File: config.mk
export PLATFORM = sky130hd
export DESIGN_NAME = program_loader
export DESIGN_NICKNAME = d
export VERILOG_FILES = /design/src/rtl/program_loader.sv
export SDC_FILE = /design/constraint.sdc
export NUM_CORES = 1
export LEC_CHECK = 0
export ABC_AREA = 1
export BUFFER_PORTS_ARGS = -buffer_cell sky130_fd_sc_hd__buf_2
export CORE_MARGIN = 2
export CORE_UTILIZATION = 48
export DETAILED_ROUTE_END_ITERATION = 12
export PLACE_DENSITY = 0.87
export SKIP_CTS_REPAIR_TIMING = 1
export SLEW_MARGIN = 10
export SYNTH_ARGS = -nofsm -noshare
export SYNTH_HDL_FRONTEND = slang
export SYNTH_SLANG_ARGS = --single-unit
File: constraint.sdc
create_clock -name mclk -period 1.51 [get_ports mclk]
set_input_delay 0.302 -clock mclk [delete_from_list [all_inputs] [get_ports mclk]]
set_output_delay 0.302 -clock mclk [all_outputs]
set_load 0.03 [all_outputs]
File: src/rtl/program_loader.sv
// Streams RAM_DEPTH program words into RAM while holding the CPU, then pulses o_done.
// Optional checksum byte verification is built in when LOADER_CHECKSUM_EN is defined.
module program_loader #(
   parameter int RAM_DEPTH = 16,
   parameter int RAM_WIDTH = 8
) (
   input  logic                         mclk,
   input  logic                         rst,
   input  logic                         mclk_en,
   input  logic                         i_start,
   input  logic                         i_data_valid,
   input  logic [RAM_WIDTH-1:0]         i_data,
   output logic                         o_data_ready,
   output logic                         o_ram_load_enable,
   output logic [$clog2(RAM_DEPTH)-1:0] o_ram_address,
   output logic [RAM_WIDTH-1:0]         o_ram_load_data,
   output logic                         o_cpu_hold,
   output logic                         o_done,
   output logic                         o_error
);

   localparam int ADDRESS_WIDTH = $clog2(RAM_DEPTH);
   localparam logic [ADDRESS_WIDTH-1:0] LAST_ADDRESS = ADDRESS_WIDTH'(RAM_DEPTH - 1);

`ifdef LOADER_CHECKSUM_EN
   typedef enum logic [2:0] {IDLE, LOAD, WRITE, CHECK, DONE} state_t;
`else
   typedef enum logic [2:0] {IDLE, LOAD, WRITE, DONE} state_t;
`endif

   state_t                   state;
   state_t                   state_nxt;
   logic [ADDRESS_WIDTH-1:0] addr_cnt;
   logic                     last_word;

   assign last_word = (o_ram_address == LAST_ADDRESS);

   // NOTE: sequential state uses non-blocking assignments so every register
   // samples pre-edge values; reset is asynchronous and ignores mclk_en.
   always_ff @(posedge mclk or posedge rst) begin
      if (rst) begin
         state           <= IDLE;
         addr_cnt        <= '0;
         o_ram_address   <= '0;
         o_ram_load_data <= '0;
      end else if (mclk_en) begin
         state <= state_nxt;
         case (state)
            IDLE: begin
               if (i_start) addr_cnt <= '0;
            end
            LOAD: begin
               if (i_data_valid) begin
                  o_ram_load_data <= i_data;
                  o_ram_address   <= addr_cnt;
               end
            end
            WRITE: begin
               // Counter parks on the last address so it never wraps mid-session.
               if (!last_word) addr_cnt <= addr_cnt + ADDRESS_WIDTH'(1);
            end
            default: ;
         endcase
      end
   end

`ifdef LOADER_CHECKSUM_EN
   logic [RAM_WIDTH-1:0] sum;

   always_ff @(posedge mclk or posedge rst) begin
      if (rst) begin
         sum     <= '0;
         o_error <= 1'b0;
      end else if (mclk_en) begin
         case (state)
            IDLE: begin
               if (i_start) begin
                  sum     <= '0;
                  o_error <= 1'b0;
               end
            end
            WRITE:   sum <= sum + o_ram_load_data;
            CHECK: begin
               if (i_data_valid && (i_data != sum)) o_error <= 1'b1;
            end
            default: ;
         endcase
      end
   end
`else
   assign o_error = 1'b0;
`endif

   // NOTE: every output and state_nxt gets a default first so no latch is inferred.
   always_comb begin
      state_nxt         = state;
      o_data_ready      = 1'b0;
      o_ram_load_enable = 1'b0;
      o_cpu_hold        = 1'b0;
      o_done            = 1'b0;
      case (state)
         IDLE: begin
            if (i_start) state_nxt = LOAD;
         end
         LOAD: begin
            o_data_ready = 1'b1;
            o_cpu_hold   = 1'b1;
            if (i_data_valid) state_nxt = WRITE;
         end
         WRITE: begin
            o_ram_load_enable = 1'b1;
            o_cpu_hold        = 1'b1;
`ifdef LOADER_CHECKSUM_EN
            state_nxt = last_word ? CHECK : LOAD;
`else
            state_nxt = last_word ? DONE : LOAD;
`endif
         end
`ifdef LOADER_CHECKSUM_EN
         CHECK: begin
            o_data_ready = 1'b1;
            o_cpu_hold   = 1'b1;
            if (i_data_valid) state_nxt = DONE;
         end
`endif
         DONE: begin
            o_done     = 1'b1;
            o_cpu_hold = 1'b1;
            state_nxt  = IDLE;
         end
         default: state_nxt = IDLE;
      endcase
   end

endmodule

==> results.py, run 1 <==
metrics = {
    "worst_setup_path": {
        "worst_setup_path_end_kind": "primary output",
        "timing.critical_path.from_type": "register",
        "worstPathRequired_ns": 1.21,
        "regToRegSetupSlack_ns": 0.20,
        "critPathKind": "register to primary output",
        "largest_fanout_on_the_critical_path": 5,
        "cp.arrival_ns": 1.19,
        "critPathCapture": "o_data_ready",
        "worst_r2r_startpoint": "state[1]",
        "critical_path.reg2reg.endpoint": "o_ram_load_data[2]",
        "critical_path.startpoint": "state[1]",
        "depth_of_the_worst_register_to_register_path": 6,
    },
    "global_routing": {
        "grt_antenna_before_repair": 0,
        "final_global_route_overflow_total": 0,
        "overall_global_routing_usage": 0.1818,
        "largest_net_degree_at_the_start_of_global_routing": 25,
        "wire_length_of_the_first_global_routing_pass_um": 2808,
        "first_global_vias": 690,
    },
    "die": {
        "core_region_area_mm2": 0.001727,
        "core.rowCount": 15,
        "die_h_um": 46.81,
        "initial_utilization": 0.5094,
        "die_width_um": 46.81,
        "die_area_mm2": 0.002191,
        "design.portCount": 30,
    },
    "cts": {
        "cts_tree": "built",
        "clk_latency_ns": 0.29,
        "cts.clk_slew.worst_paths_ns": 0.10,
        "cts_inserted_buffers": 3,
        "clock_tree.buffer_depth": 2,
        "clk_root_buffer_cell": "clkbuf_4",
        "htreeDepth": 1,
        "clock_sinks": 18,
    },
    "place": {
        "globalplace.congestion": 0.8684,
        "dp_cells": 156,
        "dp_hpwl_um": 1321,
        "io_buffer_count": 28,
        "placed_area_mm2": 0.001021,
    },
    "finish": {
        "multi_input_comb_area_um2": 324.1,
        "most-common-layout-cells": "31 x nand2_1, 26 x buf_2, 20 x inv_1",
        "post_route_cells_drive_above_1_share": 0.2963,
        "fin_cells": 160,
        "antenna_cells_inserted": 0,
        "design_area_mm2": 0.001076,
        "fillers": 153,
        "area_growth_syn_to_layout_pct": 22.33,
        "mostFrequentLayoutCell": "nand2_1",
        "layout.nets": 150,
        "register_area_um2": 452.9,
    },
    "run": {
        "cap_viol_max_count": 0,
    },
    "synthesis": {
        "ffs_latches_synth": 18,
        "post_synth_inst_count": 106,
        "syn-num-nets": 120,
        "synth.area.top_cells": "dfrtp_1 51%, nand2_1 13%, inv_1 8.5%",
        "yosys.area.top_type": "dfrtp_1",
        "seq_area_frac_synth": 0.5121,
        "netlist_area_um2": 879.6,
        "yosysWarnings": 0,
        "fraction_of_registers_with_async_set_reset": 1.000,
        "synth-edff-count": 0,
        "synth.distinct_cells": 18,
        "synth_area_per_cell_um2": 8.298,
        "postSynth.topFlopCell": "dfrtp_1",
        "yosys.area.top_type_share": 0.5121,
    },
    "timing": {
        "setup_violations": 0,
        "tightestPinTransition_ns": 0.6731,
        "finalHoldViolations": 0,
        "fin_skew_ns": 0.002543,
        "fin_crit_sh": 0.9886,
        "highest_clock_rate_ghz": 0.6699,
        "slew_headroom": 0.5508,
        "final_max_slew_viol_count": 0,
        "rsz_0062_raised_after_global_routing": "true",
        "post-route-min-period_ns": 1.493,
    },
    "power": {
        "power_density_mw_per_mm2": 1914,
        "leakage_dissipation_nw": 0.6074,
        "peakVddDrop_v": 0.0009635,
    },
    "drt": {
        "avgViaCountPerCell": 4.950,
        "detailroute.via_count": 792,
        "first_pass_iters": 4,
        "routed_wire_length_per_instance_um": 11.29,
        "drc_errors": 0,
        "route.final.wire_length_um": 1806,
        "drt_first_iter_violations": 24,
        "drtAntennaViolNets": 0,
    },
    "min_path": {
        "hold_path.class": "input pin to async pin",
    },
    "status": {
        "run_status": "completed",
    },
}
==> cell usage after synthesis, types with 2 or more instances <==
master / n
nor2_1: 3
inv_1: 20
o21ai_1: 12
nand4_1: 5
nand3_1: 2
buf_6: 2
nand2_1: 31
inv_2: 2
dfrtp_1: 18
o21ai_0: 3
==> logic make-up after synthesis <==
logic type / Yosys count / share of synthesized area
AO/OA/AOI/OAI: 17 / 0.1124
other: 1 / 0.004263
XOR/XNOR: 1 / 0.009959
buffers and inverters: 25 / 0.1280
AND/OR/NAND/NOR: 43 / 0.2191
flip-flops: 18 / 0.5121
adder cells (fa/ha/maj): 1 / 0.01422
==> sequential cells by signal (all words and copies together) (netlist names) <==
register         count
o_ram_address        4
state                2
o_ram_load_data      8
addr_cnt             4
==> layout make-up <==
class	count	area share
inverter	22	0.07674
multi-input combinational	63	0.3012
tap	25	0.02907
clock buffer	4	0.03372
timing repair buffer	28	0.1384
sequential	18	0.4209
==> metrics by stage <==
stage / worst slack [ns] / util / hold slack [ns] / TNS [ns] / total power (W)
after floorplan: 0.2543 / - / 0.2406 / 0 / 0.001470
after global placement: 0.3084 / 0.5913 / 0.4128 / 0 / 0.001678
after detailed placement: 0.2664 / 0.5913 / 0.4360 / 0 / 0.001726
after CTS: -0.05956 / 0.6123 / 0.1181 / -0.09735 / 0.002020
after global routing: -0.03070 / 0.6232 / 0.1573 / -0.05304 / 0.002203
final: 0.01726 / 0.6232 / 0.09189 / 0 / 0.002059
==> where the power goes <==
group          switching (W)  internal, W  leakage (nW)  total [W]
sequential          0.000139     0.000654         0.230   0.000793
combinational       0.000683     0.000292         0.356   0.000976
clock               0.000144     0.000147        0.0210   0.000291
==> worst min path at each step <==
stage / startpoint / end / slack (ns) / depth (start not counted)
after floorplan: rst / addr_cnt[0] / 0.24 / 1
after global placement: rst / o_ram_load_data[4] / 0.41 / 2
after detailed placement: rst / o_ram_load_data[3] / 0.44 / 2
after CTS: rst / o_ram_load_data[3] / 0.12 / 2
after global routing: rst / o_ram_load_data[1] / 0.16 / 2
final: rst / o_ram_load_data[1] / 0.09 / 2
==> worst max-delay path: stages, from the launching register on <==
cell     delay (ns)
dfrtp_2        0.46
inv_2          0.10
nand2_1        0.10
inv_2          0.11
buf_6          0.13
==> layer usage <==
metal | share of wire | GRT usage
met4 | 0.023 | 0.08333
met1 | 0.43 | 0.2103
met5 | 0 | 0
met2 | 0.48 | 0.3205
met3 | 0.067 | 0.03846
No activity file was read; power rests on OpenSTA's default activity.
==> run 2, diff against run 1 <==
--- a/config.mk
+++ b/config.mk
@@ -8,9 +8,9 @@
 export ABC_AREA = 1
 export BUFFER_PORTS_ARGS = -buffer_cell sky130_fd_sc_hd__buf_2
 export CORE_MARGIN = 2
-export CORE_UTILIZATION = 48
+export CORE_UTILIZATION = 51
 export DETAILED_ROUTE_END_ITERATION = 12
-export PLACE_DENSITY = 0.87
+export PLACE_DENSITY = 0.91
 export SKIP_CTS_REPAIR_TIMING = 1
 export SLEW_MARGIN = 10
 export SYNTH_ARGS = -nofsm -noshare
==> constraint.sdc (replaced) <==
create_clock -name mclk -period 1.9 [get_ports mclk]
set_input_delay 0.38 -clock mclk [delete_from_list [all_inputs] [get_ports mclk]]
set_output_delay 0.38 -clock mclk [all_outputs]
set_load 0.005 [all_outputs]
==> run 2 against run 1 <==
Effect of this change: clock power decreased by 21%; sequential share of layout area up 0.92 points; die area fell by 5.4%; routed wire length decreased by 10%; largest power group is now sequential cells; combinational power fell by 52%; worst hold slack improved by 0.082 ns.
==> results.py, run 2 (synthesis results as in run 1) <==
metrics = {
    "worst_setup_path": {
        "worstPathRequired_ns": 1.52,
        "depth_of_the_worst_register_to_register_path": 5,
        "critPathKind": "register to primary output",
        "worst_r2r_startpoint": "state[0]",
        "cp.arrival_ns": 1.22,
        "timing.critical_path.from_type": "register",
        "critical_path.startpoint": "state[0]",
        "worst_setup_path_end_kind": "primary output",
        "largest_fanout_on_the_critical_path": 7,
    },
    "global_routing": {
        "largest_net_degree_at_the_start_of_global_routing": 25,
        "grt_antenna_before_repair": 0,
        "wire_length_of_the_first_global_routing_pass_um": 2697,
        "overall_global_routing_usage": 0.1804,
        "final_global_route_overflow_total": 0,
        "first_global_vias": 684,
    },
    "timing": {
        "rsz_0062_raised_after_global_routing": "false",
        "final_max_slew_viol_count": 0,
        "final.hold.worst_slack_ns": 0.1738,
        "slew_headroom": 0.5553,
        "setup_violations": 0,
        "tightestPinTransition_ns": 0.6664,
        "fin_skew_ns": 0.002453,
        "highest_clock_rate_ghz": 0.6245,
        "finalHoldViolations": 0,
        "timing.setup.tns_ns": 0,
        "fin_crit_sh": 0.8428,
        "post-route-min-period_ns": 1.601,
    },
    "place": {
        "dp_hpwl_um": 1280,
        "placed_area_mm2": 0.001011,
        "io_buffer_count": 28,
        "globalplace.congestion": 0.7499,
    },
    "finish": {
        "layout.nets": 150,
        "most-common-layout-cells": "31 x nand2_1, 28 x buf_2, 20 x inv_1",
        "antenna_cells_inserted": 0,
        "post_route_cells_drive_above_1_share": 0.2741,
        "fillers": 160,
        "most_flops_register": "o_ram_load_data",
        "largest_reg_flops": 8,
        "design_area_mm2": 0.001047,
        "mostFrequentLayoutCell": "nand2_1",
        "area_growth_syn_to_layout_pct": 19.06,
        "leading_registers_by_flop_count": "o_ram_load_data: 8 flops, addr_cnt: 4 flops, o_ram_address: 4 flops",
    },
    "drt": {
        "avgViaCountPerCell": 4.947,
        "routed_wire_length_per_instance_um": 10.68,
        "first_pass_iters": 4,
        "drtAntennaViolNets": 0,
        "drt_first_iter_violations": 9,
        "route.final.wire_length_um": 1623,
        "drc_errors": 0,
        "detailroute.via_count": 752,
    },
    "die": {
        "die_area_mm2": 0.002073,
        "core.rowCount": 15,
        "design.portCount": 30,
        "die_h_um": 45.53,
        "core_region_area_mm2": 0.001670,
        "initial_utilization": 0.5266,
        "die_width_um": 45.53,
    },
    "cts": {
        "clk_latency_ns": 0.28,
        "clock_sinks": 18,
        "clk_root_buffer_cell": "clkbuf_4",
        "clock_tree.buffer_depth": 2,
        "cts_tree": "built",
        "cts.clk_slew.worst_paths_ns": 0.10,
        "htreeDepth": 1,
        "cts_inserted_buffers": 3,
    },
    "power": {
        "peakVddDrop_v": 0.0009266,
        "leakage_dissipation_nw": 0.6071,
        "power_density_mw_per_mm2": 1255,
    },
    "status": {
        "run_status": "completed",
    },
    "run": {
        "cap_viol_max_count": 0,
    },
    "min_path": {
        "hold_path.class": "input pin to async pin",
    },
}
## run 2: cell counts in the layout (fill, tap and decap cells not counted)
No cell type changed its count.
## run 2: metrics by stage
step	std cells	power [W]	setup slack (ns)	utilization
global route	152	0.001428	0.2062	0.6270
finish	152	0.001314	0.2988	0.6270
CTS	152	0.001332	0.2960	0.6270
global placement	148	0.001067	0.6658	0.6052
detailed placement	148	0.001100	0.6222	0.6052
floorplan	106	0.0009049	0.7916	-
## run 2: final timing paths
kind                       slack [ns]                 end
setup / recovery                 0.30          o_cpu_hold
hold reg to reg                  0.50  o_ram_load_data[2]
max in group asynchronous        1.30  o_ram_load_data[3]
min in group mclk                0.32  o_ram_load_data[6]
setup reg to reg                 0.66         addr_cnt[0]
hold / removal                   0.17         addr_cnt[0]
## run 2: critical path, cell delays in order (launching register included)
cell	delay [ns]
dfrtp_1	0.46
nor2_1	0.29
inv_1	0.06
buf_2	0.13
## run 2: per-layer routing
metal  routed length [µm]  track usage  up-vias
met5                    0            0        -
met4                   12      0.07059        0
met3                   95      0.03571        2
met2                  803       0.3380       23
met1                  711       0.1944      337
li1                     -            -      390
## run 2: power breakdown
part | switching (W) | internal [W] | total (W) | leakage [nW]
Clock | 0.000113 | 0.000117 | 0.000229 | 0.0210
Combinational | 0.000261 | 0.000205 | 0.000467 | 0.354
Sequential | 0.000103 | 0.000515 | 0.000618 | 0.232
## run 2: final cells by class
| class | count | area (µm²) | share of cell area |
|---|---|---|---|
| multi-input combinational | 63 | 316.6 | 0.3023 |
| inverter | 22 | 82.58 | 0.07885 |
| clock buffer | 4 | 36.28 | 0.03465 |
| tap | 17 | 21.27 | 0.02031 |
| sequential | 18 | 450.4 | 0.4301 |
| timing repair buffer | 28 | 140.1 | 0.1338 |
==> run 3, diff against run 2 <==
--- a/config.mk
+++ b/config.mk
@@ -8,9 +8,9 @@
 export ABC_AREA = 1
 export BUFFER_PORTS_ARGS = -buffer_cell sky130_fd_sc_hd__buf_2
 export CORE_MARGIN = 2
-export CORE_UTILIZATION = 51
+export CORE_UTILIZATION = 48
 export DETAILED_ROUTE_END_ITERATION = 12
-export PLACE_DENSITY = 0.91
+export PLACE_DENSITY = 0.87
 export SKIP_CTS_REPAIR_TIMING = 1
 export SLEW_MARGIN = 10
 export SYNTH_ARGS = -nofsm -noshare
==> constraint.sdc (replaced) <==
create_clock -name mclk -period 1.7 [get_ports mclk]
set_input_delay 0.34 -clock mclk [delete_from_list [all_inputs] [get_ports mclk]]
set_output_delay 0.34 -clock mclk [all_outputs]
set_load 0.005 [all_outputs]
==> run 3 against run 2 <==
Effect of this change: clock skew increased by 0.0016 ns; global-route usage decreased by 1.0 points; critical path depth unchanged; clock power increased by 13%; critical path type unchanged; largest cell class unchanged; largest power group unchanged.
==> results.py, run 3 (synthesis results as in run 1) <==
metrics = {
    "cts": {
        "cts_inserted_buffers": 3,
        "clock_tree.buffer_depth": 2,
        "clock_sinks": 18,
        "cts.clk_slew.worst_paths_ns": 0.10,
        "cts_tree": "built",
        "htreeDepth": 1,
        "clk_root_buffer_cell": "clkbuf_4",
        "clk_latency_ns": 0.29,
    },
    "drt": {
        "detailroute.via_count": 786,
        "routed_wire_length_per_instance_um": 10.36,
        "avgViaCountPerCell": 4.913,
        "drtAntennaViolNets": 0,
        "first_pass_iters": 4,
        "drc_errors": 0,
        "route.final.wire_length_um": 1658,
        "drt_first_iter_violations": 12,
    },
    "place": {
        "io_buffer_count": 28,
        "dp_hpwl_um": 1253,
        "setup_slack_at_placement_ns": 0.4717,
        "globalplace.congestion": 0.8709,
    },
    "die": {
        "initial_utilization": 0.5094,
        "core.rowCount": 15,
        "die_width_um": 46.81,
        "design.portCount": 30,
        "die_area_mm2": 0.002191,
        "core_region_area_mm2": 0.001727,
        "die_h_um": 46.81,
    },
    "worst_setup_path": {
        "worstPathRequired_ns": 1.36,
        "critPathKind": "register to primary output",
        "largest_fanout_on_the_critical_path": 7,
        "worst_setup_path_end_kind": "primary output",
        "cp.arrival_ns": 1.22,
        "timing.critical_path.from_type": "register",
    },
    "run": {
        "cap_viol_max_count": 0,
    },
    "timing": {
        "slew_headroom": 0.5396,
        "finalHoldViolations": 0,
        "timing.setup.tns_ns": 0,
        "fin_skew_ns": 0.004033,
        "fin_crit_sh": 0.9148,
        "rsz_0062_raised_after_global_routing": "false",
        "final_max_slew_viol_count": 0,
        "post-route-min-period_ns": 1.555,
        "tightestPinTransition_ns": 0.6899,
        "highest_clock_rate_ghz": 0.6431,
        "setup_violations": 0,
        "final_critical_path_setup_slack_ns": 0.1449,
    },
    "global_routing": {
        "overall_global_routing_usage": 0.1703,
        "final_global_route_overflow_total": 0,
        "largest_net_degree_at_the_start_of_global_routing": 25,
        "wire_length_of_the_first_global_routing_pass_um": 2684,
        "first_global_vias": 681,
        "grt_antenna_before_repair": 0,
    },
    "status": {
        "run_status": "completed",
    },
    "power": {
        "p_sw_frac": 0.3637,
        "switching_power_w": 0.0005342,
        "peakVddDrop_v": 0.0009342,
        "power_frac_comb": 0.355,
        "p_clk_frac": 0.176,
        "sequential_fraction_of_design_power": 0.468,
        "leakage_dissipation_nw": 0.6071,
        "internal_power_w": 0.0009345,
        "power_density_mw_per_mm2": 1389,
    },
    "min_path": {
        "hold_path.class": "input pin to async pin",
    },
    "finish": {
        "most_flops_register": "o_ram_load_data",
        "post_route_cells_drive_above_1_share": 0.2741,
        "largest_reg_flops": 8,
        "antenna_cells_inserted": 0,
        "area_growth_syn_to_layout_pct": 20.20,
        "most-common-layout-cells": "31 x nand2_1, 28 x buf_2, 20 x inv_1",
        "leading_registers_by_flop_count": "o_ram_load_data: 8 flops, addr_cnt: 4 flops, o_ram_address: 4 flops",
        "mostFrequentLayoutCell": "nand2_1",
        "layout.nets": 150,
    },
}
## run 3: cell counts in the layout (fill, tap and decap cells not counted)
No cell type changed its count.
## run 3: cell type report
type | instances | area (µm²)
Sequential cell | 18 | 450.4
Inverter | 22 | 82.58
Timing Repair Buffer | 28 | 140.1
Tap cell | 25 | 31.28
Clock buffer | 4 | 36.28
Fill cell | 159 | 669.4
Multi-Input combinational cell | 63 | 316.6
## run 3: critical path: stages, from the launching register on
cell,delay (ns)
dfrtp_1,0.46
nor2_1,0.27
inv_1,0.07
buf_2,0.13
## run 3: through the flow
step | utilization | hold slack [ns] | cell area, µm² | cells | total power, W
floorplan | - | 0.2786 | 879.6 | 106 | 0.001011
global placement | 0.5913 | 0.4517 | 1021 | 156 | 0.001187
detailed placement | 0.5913 | 0.4624 | 1021 | 156 | 0.001221
CTS | 0.6123 | 0.1435 | 1057 | 160 | 0.001477
global route | 0.6123 | 0.1682 | 1057 | 160 | 0.001600
finish | 0.6123 | 0.1366 | 1057 | 160 | 0.001469
## run 3: power groups by stage
stage	clock [W]	combinational, W	sequential (W)
3_5_place_dp	0	0.000528	0.000694
4_1_cts	0.000264	0.000529	0.000684
5_1_grt	0.000280	0.000609	0.000711
3_3_place_gp	0	0.000502	0.000685
2_1_floorplan	0	0.000313	0.000699
6_report	0.000259	0.000522	0.000688
## run 3: routing by layer
metal	wire length, µm	global-route usage
met1	751	0.2020
met5	0	0
met4	35	0.08333
met3	119	0.04231
met2	752	0.2877
## run 3: path summary, 6_finish.rpt
kind | start | endpoint | slack (ns) | cells after the start
min in group mclk | i_data[0] | o_ram_load_data[0] | 0.27 | 3
max in group asynchronous | rst | o_ram_load_data[6] | 1.13 | 2
worst min-delay path | rst | addr_cnt[3] | 0.14 | 2
worst min register to register | o_ram_load_data[4] | o_ram_load_data[4] | 0.50 | 2
worst max-delay path | state[0] | o_cpu_hold | 0.14 | 3
worst max register to register | state[0] | addr_cnt[2] | 0.46 | 5
